**config.mk**
```make
export PLATFORM = sky130hd
export DESIGN_NAME = pe_tile_sequencer_flat
export DESIGN_NICKNAME = d
export VERILOG_FILES = /design/src/rtl/pe_tile_sequencer_if.sv /design/src/rtl/pe_tile_sequencer.sv /design/src/flat_wrapper.sv
export SDC_FILE = /design/constraint.sdc
export NUM_CORES = 1
export LEC_CHECK = 0
export CORE_ASPECT_RATIO = 1.75
export CORE_MARGIN = 5
export CORE_UTILIZATION = 46
export DETAILED_ROUTE_END_ITERATION = 8
export GPL_ROUTABILITY_DRIVEN = 0
export GPL_TIMING_DRIVEN = 0
export MAX_ROUTING_LAYER = met4
export PLACE_DENSITY = 0.87
export SLEW_MARGIN = 5
export SYNTH_ARGS = -nofsm -noshare
export SYNTH_HDL_FRONTEND = slang
export SYNTH_SLANG_ARGS = --single-unit
```
**constraint.sdc**
```tcl
create_clock -name clk -period 2.6 [get_ports clk]
set_input_delay 0.39 -clock clk [delete_from_list [all_inputs] [get_ports clk]]
set_output_delay 0.39 -clock clk [all_outputs]
set_load 0.02 [all_outputs]
```
**src/rtl/pe_tile_sequencer_if.sv**
```systemverilog
// Host/PE-group facing signal bundle for pe_tile_sequencer.
// The master modport is the host/PE-group side; the slave modport is the sequencer.
interface pe_tile_sequencer_if #(
    parameter int W_PEAddrWidth   = 2,
    parameter int O_PEAddrWidth   = 2,
    parameter int I_PEAddrWidth   = 3,
    parameter int BlockCountWidth = 3,
    parameter int TileCountWidth  = 8
);
    logic                       Start;
    logic                       Abort;
    logic [TileCountWidth-1:0]  Num_Tiles;
    logic                       EN_W;
    logic                       EN_I;
    logic                       EN_O_In;
    logic                       EN_O_Out;
    logic                       W_Load_En;
    logic                       I_Load_En;
    logic                       O_In_Load_En;
    logic                       O_Drain_En;
    logic [W_PEAddrWidth-1:0]   W_PEAddr;
    logic [I_PEAddrWidth-1:0]   I_PEAddr;
    logic [O_PEAddrWidth-1:0]   O_In_PEAddr;
    logic [O_PEAddrWidth-1:0]   O_Out_PEAddr;
    logic [BlockCountWidth-1:0] I_Block_Counter;
    logic [BlockCountWidth-1:0] O_In_Block_Counter;
    logic                       I_BLOCK_EQUAL_TO_ZERO;
    logic                       O_IN_BLOCK_EQUAL_TO_ZERO;
    logic [TileCountWidth-1:0]  Tile_Counter;
    logic                       Busy;
    logic                       Tile_Done;
    logic                       Done;
    logic [31:0]                Stall_Cycles;

    modport master (
        output Start, Abort, Num_Tiles, EN_W, EN_I, EN_O_In, EN_O_Out,
        input  W_Load_En, I_Load_En, O_In_Load_En, O_Drain_En,
               W_PEAddr, I_PEAddr, O_In_PEAddr, O_Out_PEAddr,
               I_Block_Counter, O_In_Block_Counter,
               I_BLOCK_EQUAL_TO_ZERO, O_IN_BLOCK_EQUAL_TO_ZERO,
               Tile_Counter, Busy, Tile_Done, Done, Stall_Cycles
    );

    modport slave (
        input  Start, Abort, Num_Tiles, EN_W, EN_I, EN_O_In, EN_O_Out,
        output W_Load_En, I_Load_En, O_In_Load_En, O_Drain_En,
               W_PEAddr, I_PEAddr, O_In_PEAddr, O_Out_PEAddr,
               I_Block_Counter, O_In_Block_Counter,
               I_BLOCK_EQUAL_TO_ZERO, O_IN_BLOCK_EQUAL_TO_ZERO,
               Tile_Counter, Busy, Tile_Done, Done, Stall_Cycles
    );
endinterface

```
**src/rtl/pe_tile_sequencer.sv**
```systemverilog
// Tile scheduler for one PE group: weight-load / stream / drain phases per tile.
// Optional stall performance counter is built only when PE_SEQ_PERF_EN is defined.
module pe_tile_sequencer #(
    parameter int W_PEGroupSize   = 4,
    parameter int O_PEGroupSize   = 4,
    parameter int I_PEGroupSize   = 7,
    parameter int W_PEAddrWidth   = 2,
    parameter int O_PEAddrWidth   = 2,
    parameter int I_PEAddrWidth   = 3,
    parameter int BlockCount      = 4,
    parameter int BlockCountWidth = 3,
    parameter int TileCountWidth  = 8
) (
    input  logic                    clk,
    input  logic                    aclr,
    pe_tile_sequencer_if.slave      bus
);
    typedef enum logic [2:0] {S_IDLE, S_LOAD_W, S_STREAM, S_DRAIN, S_FINISH} state_t;

    localparam logic [W_PEAddrWidth-1:0]   W_LAST   = W_PEAddrWidth'(W_PEGroupSize - 1);
    localparam logic [I_PEAddrWidth-1:0]   I_LAST   = I_PEAddrWidth'(I_PEGroupSize - 1);
    localparam logic [I_PEAddrWidth-1:0]   I_RELOAD = I_PEAddrWidth'(W_PEGroupSize - 1);
    localparam logic [O_PEAddrWidth-1:0]   O_LAST   = O_PEAddrWidth'(O_PEGroupSize - 1);
    localparam logic [BlockCountWidth-1:0] BLK_MAX  = BlockCountWidth'(BlockCount);
    localparam logic [BlockCountWidth-1:0] BLK_LAST = BlockCountWidth'(BlockCount - 1);
    localparam logic [TileCountWidth-1:0]  TILE_ONE = TileCountWidth'(1);

    state_t                     r_state;
    logic [TileCountWidth-1:0]  r_num_tiles;
    logic [TileCountWidth-1:0]  r_tile_cnt;
    logic [W_PEAddrWidth-1:0]   r_w_addr;
    logic [I_PEAddrWidth-1:0]   r_i_addr;
    logic [O_PEAddrWidth-1:0]   r_oi_addr;
    logic [O_PEAddrWidth-1:0]   r_oo_addr;
    logic [BlockCountWidth-1:0] r_i_blk;
    logic [BlockCountWidth-1:0] r_o_blk;
    logic                       r_tile_done;
    logic                       r_done;

    logic w_busy, w_i_met, w_o_met;
    logic w_w_gate, w_i_gate, w_oi_gate, w_oo_gate;
    logic w_w_fire, w_i_fire, w_oi_fire, w_oo_fire;
    logic w_i_wrap, w_o_wrap, w_i_done, w_o_done, w_start_ok;

    assign w_busy     = (r_state != S_IDLE);
    assign w_i_met    = (r_i_blk == BLK_MAX);
    assign w_o_met    = (r_o_blk == BLK_MAX);
    assign w_w_gate   = (r_state == S_LOAD_W);
    assign w_i_gate   = (r_state == S_STREAM) && !w_i_met;
    assign w_oi_gate  = (r_state == S_STREAM) && !w_o_met;
    assign w_oo_gate  = (r_state == S_DRAIN);
    assign w_w_fire   = bus.EN_W     && w_w_gate;
    assign w_i_fire   = bus.EN_I     && w_i_gate;
    assign w_oi_fire  = bus.EN_O_In  && w_oi_gate;
    assign w_oo_fire  = bus.EN_O_Out && w_oo_gate;
    assign w_i_wrap   = w_i_fire  && (r_i_addr  == I_LAST);
    assign w_o_wrap   = w_oi_fire && (r_oi_addr == O_LAST);
    // Quota considered met on the strobe that completes it, so both sides finishing together exit at once
    assign w_i_done   = w_i_met || (w_i_wrap && (r_i_blk == BLK_LAST));
    assign w_o_done   = w_o_met || (w_o_wrap && (r_o_blk == BLK_LAST));
    assign w_start_ok = (r_state == S_IDLE) && bus.Start && (bus.Num_Tiles != '0);

    always_ff @(posedge clk) begin
        if (aclr || bus.Abort) begin
            r_state     <= S_IDLE;
            r_num_tiles <= '0;
            r_tile_cnt  <= '0;
            r_w_addr    <= '0;
            r_i_addr    <= '0;
            r_oi_addr   <= '0;
            r_oo_addr   <= '0;
            r_i_blk     <= '0;
            r_o_blk     <= '0;
            r_tile_done <= 1'b0;
            r_done      <= 1'b0;
        end else begin
            r_tile_done <= 1'b0;
            r_done      <= 1'b0;
            case (r_state)
                S_IDLE: begin
                    if (w_start_ok) begin
                        r_num_tiles <= bus.Num_Tiles;
                        r_tile_cnt  <= '0;
                        r_state     <= S_LOAD_W;
                    end
                end
                S_LOAD_W: begin
                    if (w_w_fire) begin
                        if (r_w_addr == W_LAST) begin
                            r_w_addr <= '0;
                            r_state  <= S_STREAM;
                        end else begin
                            r_w_addr <= r_w_addr + 1'b1;
                        end
                    end
                end
                S_STREAM: begin
                    if (w_i_done && w_o_done) begin
                        r_i_addr  <= '0;
                        r_oi_addr <= '0;
                        r_i_blk   <= '0;
                        r_o_blk   <= '0;
                        r_state   <= S_DRAIN;
                    end else begin
                        // Blocks after the first only feed the edge PEs not reachable internally
                        if (w_i_wrap) begin
                            r_i_addr <= I_RELOAD;
                            r_i_blk  <= r_i_blk + 1'b1;
                        end else if (w_i_fire) begin
                            r_i_addr <= r_i_addr + 1'b1;
                        end
                        if (w_o_wrap) begin
                            r_oi_addr <= '0;
                            r_o_blk   <= r_o_blk + 1'b1;
                        end else if (w_oi_fire) begin
                            r_oi_addr <= r_oi_addr + 1'b1;
                        end
                    end
                end
                S_DRAIN: begin
                    if (w_oo_fire) begin
                        if (r_oo_addr == O_LAST) begin
                            r_oo_addr   <= '0;
                            r_tile_done <= 1'b1;
                            if (r_tile_cnt == r_num_tiles - TILE_ONE) begin
                                r_state <= S_FINISH;
                            end else begin
                                r_tile_cnt <= r_tile_cnt + 1'b1;
                                r_state    <= S_LOAD_W;
                            end
                        end else begin
                            r_oo_addr <= r_oo_addr + 1'b1;
                        end
                    end
                end
                S_FINISH: begin
                    r_done  <= 1'b1;
                    r_state <= S_IDLE;
                end
                default: r_state <= S_IDLE;
            endcase
        end
    end

`ifdef PE_SEQ_PERF_EN
    logic [31:0] r_stall;
    logic        w_any_fire;

    assign w_any_fire = w_w_fire || w_i_fire || w_oi_fire || w_oo_fire;

    always_ff @(posedge clk) begin
        if (aclr || bus.Abort || w_start_ok) begin
            r_stall <= '0;
        end else if (w_busy && !w_any_fire && (r_stall != 32'hFFFF_FFFF)) begin
            r_stall <= r_stall + 32'd1;
        end
    end

    assign bus.Stall_Cycles = r_stall;
`else
    assign bus.Stall_Cycles = 32'd0;
`endif

    assign bus.W_Load_En                = w_w_gate;
    assign bus.I_Load_En                = w_i_gate;
    assign bus.O_In_Load_En             = w_oi_gate;
    assign bus.O_Drain_En               = w_oo_gate;
    assign bus.W_PEAddr                 = r_w_addr;
    assign bus.I_PEAddr                 = r_i_addr;
    assign bus.O_In_PEAddr              = r_oi_addr;
    assign bus.O_Out_PEAddr             = r_oo_addr;
    assign bus.I_Block_Counter          = r_i_blk;
    assign bus.O_In_Block_Counter       = r_o_blk;
    assign bus.I_BLOCK_EQUAL_TO_ZERO    = w_busy && (r_i_blk == '0);
    assign bus.O_IN_BLOCK_EQUAL_TO_ZERO = w_busy && (r_o_blk == '0);
    assign bus.Tile_Counter             = r_tile_cnt;
    assign bus.Busy                     = w_busy;
    assign bus.Tile_Done                = r_tile_done;
    assign bus.Done                     = r_done;
endmodule
```
**src/flat_wrapper.sv**
```systemverilog
// flat-port wrapper written by rule: the top's interface ports become plain ports
module pe_tile_sequencer_flat 
#(
    parameter int W_PEGroupSize   = 4,
    parameter int O_PEGroupSize   = 4,
    parameter int I_PEGroupSize   = 7,
    parameter int W_PEAddrWidth   = 2,
    parameter int O_PEAddrWidth   = 2,
    parameter int I_PEAddrWidth   = 3,
    parameter int BlockCount      = 4,
    parameter int BlockCountWidth = 3,
    parameter int TileCountWidth  = 8
)
  (clk, aclr, bus_Start, bus_Abort, bus_Num_Tiles, bus_EN_W, bus_EN_I, bus_EN_O_In, bus_EN_O_Out, bus_W_Load_En, bus_I_Load_En, bus_O_In_Load_En, bus_O_Drain_En, bus_W_PEAddr, bus_I_PEAddr, bus_O_In_PEAddr, bus_O_Out_PEAddr, bus_I_Block_Counter, bus_O_In_Block_Counter, bus_I_BLOCK_EQUAL_TO_ZERO, bus_O_IN_BLOCK_EQUAL_TO_ZERO, bus_Tile_Counter, bus_Busy, bus_Tile_Done, bus_Done, bus_Stall_Cycles);
  pe_tile_sequencer_if #(.W_PEAddrWidth(W_PEAddrWidth), .O_PEAddrWidth(O_PEAddrWidth), .I_PEAddrWidth(I_PEAddrWidth), .BlockCountWidth(BlockCountWidth), .TileCountWidth(TileCountWidth)) bus_i ();
  input  logic clk;
  input  logic aclr;
  input wire logic [$bits(bus_i.Start)-1:0] bus_Start;
  input wire logic [$bits(bus_i.Abort)-1:0] bus_Abort;
  input wire logic [$bits(bus_i.Num_Tiles)-1:0] bus_Num_Tiles;
  input wire logic [$bits(bus_i.EN_W)-1:0] bus_EN_W;
  input wire logic [$bits(bus_i.EN_I)-1:0] bus_EN_I;
  input wire logic [$bits(bus_i.EN_O_In)-1:0] bus_EN_O_In;
  input wire logic [$bits(bus_i.EN_O_Out)-1:0] bus_EN_O_Out;
  output wire logic [$bits(bus_i.W_Load_En)-1:0] bus_W_Load_En;
  output wire logic [$bits(bus_i.I_Load_En)-1:0] bus_I_Load_En;
  output wire logic [$bits(bus_i.O_In_Load_En)-1:0] bus_O_In_Load_En;
  output wire logic [$bits(bus_i.O_Drain_En)-1:0] bus_O_Drain_En;
  output wire logic [$bits(bus_i.W_PEAddr)-1:0] bus_W_PEAddr;
  output wire logic [$bits(bus_i.I_PEAddr)-1:0] bus_I_PEAddr;
  output wire logic [$bits(bus_i.O_In_PEAddr)-1:0] bus_O_In_PEAddr;
  output wire logic [$bits(bus_i.O_Out_PEAddr)-1:0] bus_O_Out_PEAddr;
  output wire logic [$bits(bus_i.I_Block_Counter)-1:0] bus_I_Block_Counter;
  output wire logic [$bits(bus_i.O_In_Block_Counter)-1:0] bus_O_In_Block_Counter;
  output wire logic [$bits(bus_i.I_BLOCK_EQUAL_TO_ZERO)-1:0] bus_I_BLOCK_EQUAL_TO_ZERO;
  output wire logic [$bits(bus_i.O_IN_BLOCK_EQUAL_TO_ZERO)-1:0] bus_O_IN_BLOCK_EQUAL_TO_ZERO;
  output wire logic [$bits(bus_i.Tile_Counter)-1:0] bus_Tile_Counter;
  output wire logic [$bits(bus_i.Busy)-1:0] bus_Busy;
  output wire logic [$bits(bus_i.Tile_Done)-1:0] bus_Tile_Done;
  output wire logic [$bits(bus_i.Done)-1:0] bus_Done;
  output wire logic [$bits(bus_i.Stall_Cycles)-1:0] bus_Stall_Cycles;
  assign bus_i.Start = bus_Start;
  assign bus_i.Abort = bus_Abort;
  assign bus_i.Num_Tiles = bus_Num_Tiles;
  assign bus_i.EN_W = bus_EN_W;
  assign bus_i.EN_I = bus_EN_I;
  assign bus_i.EN_O_In = bus_EN_O_In;
  assign bus_i.EN_O_Out = bus_EN_O_Out;
  assign bus_W_Load_En = bus_i.W_Load_En;
  assign bus_I_Load_En = bus_i.I_Load_En;
  assign bus_O_In_Load_En = bus_i.O_In_Load_En;
  assign bus_O_Drain_En = bus_i.O_Drain_En;
  assign bus_W_PEAddr = bus_i.W_PEAddr;
  assign bus_I_PEAddr = bus_i.I_PEAddr;
  assign bus_O_In_PEAddr = bus_i.O_In_PEAddr;
  assign bus_O_Out_PEAddr = bus_i.O_Out_PEAddr;
  assign bus_I_Block_Counter = bus_i.I_Block_Counter;
  assign bus_O_In_Block_Counter = bus_i.O_In_Block_Counter;
  assign bus_I_BLOCK_EQUAL_TO_ZERO = bus_i.I_BLOCK_EQUAL_TO_ZERO;
  assign bus_O_IN_BLOCK_EQUAL_TO_ZERO = bus_i.O_IN_BLOCK_EQUAL_TO_ZERO;
  assign bus_Tile_Counter = bus_i.Tile_Counter;
  assign bus_Busy = bus_i.Busy;
  assign bus_Tile_Done = bus_i.Tile_Done;
  assign bus_Done = bus_i.Done;
  assign bus_Stall_Cycles = bus_i.Stall_Cycles;
  pe_tile_sequencer #(.W_PEGroupSize(W_PEGroupSize), .O_PEGroupSize(O_PEGroupSize), .I_PEGroupSize(I_PEGroupSize), .W_PEAddrWidth(W_PEAddrWidth), .O_PEAddrWidth(O_PEAddrWidth), .I_PEAddrWidth(I_PEAddrWidth), .BlockCount(BlockCount), .BlockCountWidth(BlockCountWidth), .TileCountWidth(TileCountWidth)) u_core (.clk(clk), .aclr(aclr), .bus(bus_i));
endmodule
```
==> results.md <==
* Overall power at 1.261 mW
* Nets at 404
* Slowest cell on the critical path: clkdlybuf4s50_1
* Max incr delay on CP at 620 ps
* Ys Warns at 0
* Crit Path Category: register to primary output
* Setup crit end kind: primary output
* Achievable Freq at 399.9 MHz
* Die Y at 105.9 um
* DR WL/cell at 13.75 um
* Max_cap viols at 0
* Arrival time worst endpoint at 2110 ps
* Slew margin rel. at 61.38%
* Initial antenna violation count at 0
* Worst Path Max Fanout at 10
* Post-Syn Instances at 290
* Global router's overall resource usage at 17.97%
* Drt pass-1 iters at 4
* Die width at 64.77 um
* Hold_ws at 487.6 ps
* Post-synth top area share at 29.84%
* Area Overhead vs Synth at 31.35%
* Routed vias at 2,277
* Seq cells post-synth at 36
* Fill cells at 486
* Ys async rst share at 0%
* CTS Buffer Depth at 2
* Status: completed
* Pre-CTS WS at 16.30 ps
* Reg2Reg Launch Point: u_core.r_state[1]
* EDFF count, synth at 0
* Syn Area/Cell at 8.327 um^2
* Initial Util at 46.73%
* R2R Setup Slk at 430 ps
* Clock share of power at 32.9%
* Detailed placer's ending HPWL at 4631 um
* FP Rows at 35
* RSZ-0062 raised after global routing: false
* Most instantiated library cell after synthesis: dfxtp_1
* Synth area leaders: dfxtp_1, buf_4, ha_1
* DRC at 0
* Clock Latency Late Sink at 300 ps
* I/O Pins at 80
* Hold Path Depth at 2
* Input/output buffers at 47
* Hold_sp: u_core.bus.W_PEAddr[1]
* Post-Route WL at 5926 um
* Worst reg-to-reg path cell count at 8
* Tightest Pin Transition at 579.3 ps
* Commonest cells in the netlist: dfxtp_1, buf_4, nor2_1
* Hold_buf cts at 0
* Worst path most repeated cell: buf_2
* Synth Flop Type: dfxtp_1
* Clk sink count at 36
* Fin crit share at 96.19%
* CTS buffer count at 5
* Grt total ovfl at 0
* CTS root buf: clkbuf_8
* Worst Hold Path EP: u_core.bus.W_PEAddr[1]
* Reg clk slew, reported paths at 90 ps
* Post-synthesis sequential area ratio at 29.84%
* Pin count of the biggest net entering global routing at 14
* Cell variety after synth at 55
* Reg power frac at 44.9%
* Sw frac at 30.50%
* Core footprint at 5167 um^2
* Post-CTS setup buffers at 0
* Combinational share of power at 22.3%
* Synthesized area at 2415 um^2
* Worst R2R End: u_core.bus.I_Block_Counter[2]
* Sum Neg Setup Slack at 0 ps
* First-pass GRT wire length at 9646 um
* Clk_skew at 11.02 ps
* Post-DR vias/cell at 5.283
* PwrDens at 397.4 nW/um^2
* Startpoint types: register
* Yosys top cell by area: dfxtp_1
* Worst hold path class: register to register
* Full die area at 6856 um^2
* Lkg Pwr at 1.340 nW
* Fin crit period at 2501 ps
* Final core occ at 61.38%
* Final setup viols at 0
* CTS tree: done
* WP data required at 2210 ps
* VDD IR max at 0.2492 mV
* Ant diodes at 0
* Internal cell power at 0.8761 mW
* Initial DRC Count at 96
* Vias in the first global route at 2,216
* Crit path cell chain: buf_2 > or3b_1 > buf_2 > a21oi_1 > clkdlybuf4s50_1
* Antenna viol nets, final at 0
* Psw at 0.3844 mW
* Share of cells above drive strength 1 at 17.02%
* Fin worst setup slack at 99.10 ps
* Final hold vios at 0
* Slew Viols, Final at 0
* H-tree depth at 2
## cells in the final DEF, fill, tap and decap left out, types with 2 or more instances in the layout
master and n:
clkdlybuf4s50_1 46, dfxtp_1 36, buf_4 33, conb_1 32, nor2_1 27, nand2_1 24, mux2i_1 16, a21oi_1 15
nand3_1 15, inv_1 13, ha_1 13, xnor2_1 6, nand2b_1 6, nor3_1 6, buf_2 5, a32oi_1 5
clkbuf_8 5, clkbuf_1 4, and3_1 4, a21o_1 4, or3_1 4, o21ai_0 4, nand4_1 4, xor2_1 3
and3b_1 2, nor3b_2 2, or2_2 2, buf_6 2, nor2b_1 2, a211oi_1 2, a22oi_1 2, a21oi_2 2
clkinvlp_4 2
## how the worst max path moves through the flow
stage	depth (start not counted)	to	startpoint
floorplan	8	u_core.bus.O_In_Block_Counter[2]	u_core.r_state[2]
global placement	7	u_core.r_state[0]	bus_Num_Tiles[7]
CTS	3	bus_W_Load_En	u_core.r_state[0]
finish	5	bus_I_Load_En	u_core.r_state[1]
detailed placement	7	u_core.r_state[0]	bus_Num_Tiles[7]
global route	5	bus_I_Load_En	u_core.r_state[1]
## through the flow
stage          cell area, um^2  cells
2_1_floorplan             2531    321
3_5_place_dp              3070    423
4_1_cts                   3162    431
3_3_place_gp              3070    423
6_report                  3172    431
5_1_grt                   3172    431
## per-layer routing
metal,GRT usage (%),up-vias,share of wire [%]
met1,18.00,1058,38
li1,-,1121,-
met3,4.158,14,6.1
met2,31.72,84,53
met5,-,-,0
met4,9.077,0,2.4
## registers in the layout, summed over array words and instances, names as in the netlist
| register | cells |
|---|---|
| u_core.bus.Done | 1 |
| u_core.bus.I_Block_Counter | 3 |
| u_core.bus.I_PEAddr | 3 |
| u_core.bus.O_In_Block_Counter | 3 |
| u_core.bus.O_In_PEAddr | 2 |
| u_core.bus.O_Out_PEAddr | 2 |
| u_core.bus.Tile_Counter | 8 |
| u_core.bus.Tile_Done | 1 |
| u_core.bus.W_PEAddr | 2 |
| u_core.r_num_tiles | 8 |
| u_core.r_state | 3 |
## power by group through the flow
| stage | sequential, mW | clock (mW) | combinational (mW) |
|---|---|---|---|
| global route | 0.567 | 0.447 | 0.303 |
| global placement | 0.578 | 0 | 0.272 |
| CTS | 0.565 | 0.425 | 0.277 |
| detailed placement | 0.578 | 0 | 0.276 |
| floorplan | 0.577 | 0 | 0.204 |
| finish | 0.566 | 0.414 | 0.281 |
## logic make-up (layout without fill, tap and decap cells)
family / after synthesis / after routing / share of synthesized area, %
adders and majority gates: 13 / 13 / 6.736
DFF: 36 / 36 / 29.84
AOI/OAI and AO/OA: 49 / 49 / 15.08
xor gates and xnor gates: 9 / 9 / 3.264
and+or+nand+nor: 109 / 109 / 23.42
buffers and inverters: 57 / 112 / 14.87
other: 1 / 32 / 0.1553
muxes: 16 / 16 / 6.632
## cell type report
class	instances	area [um^2]	share of cell area [%]
repair buffers	47	469.2	14.79
clock inverters	3	23.77	0.7495
flip-flops and latches	36	720.7	22.72
well taps	55	68.82	2.170
plain buffers	44	310.3	9.783
inverters	13	48.80	1.538
multi-input cells	228	1461	46.07
clock buffers	5	68.82	2.170
## timing repair
item                                    CTS  global route
resized for setup                         1             2
pin swaps                                 0             0
endpoints found under the setup margin    1             3
## worst max-delay path: cells and delay by family (launching register included)
kind	cells	cell delay, ps
compound gates	1	130
buf+inv	3	1010
flops	1	310
simple gates	1	360
(Power assumes the default switching activity.)
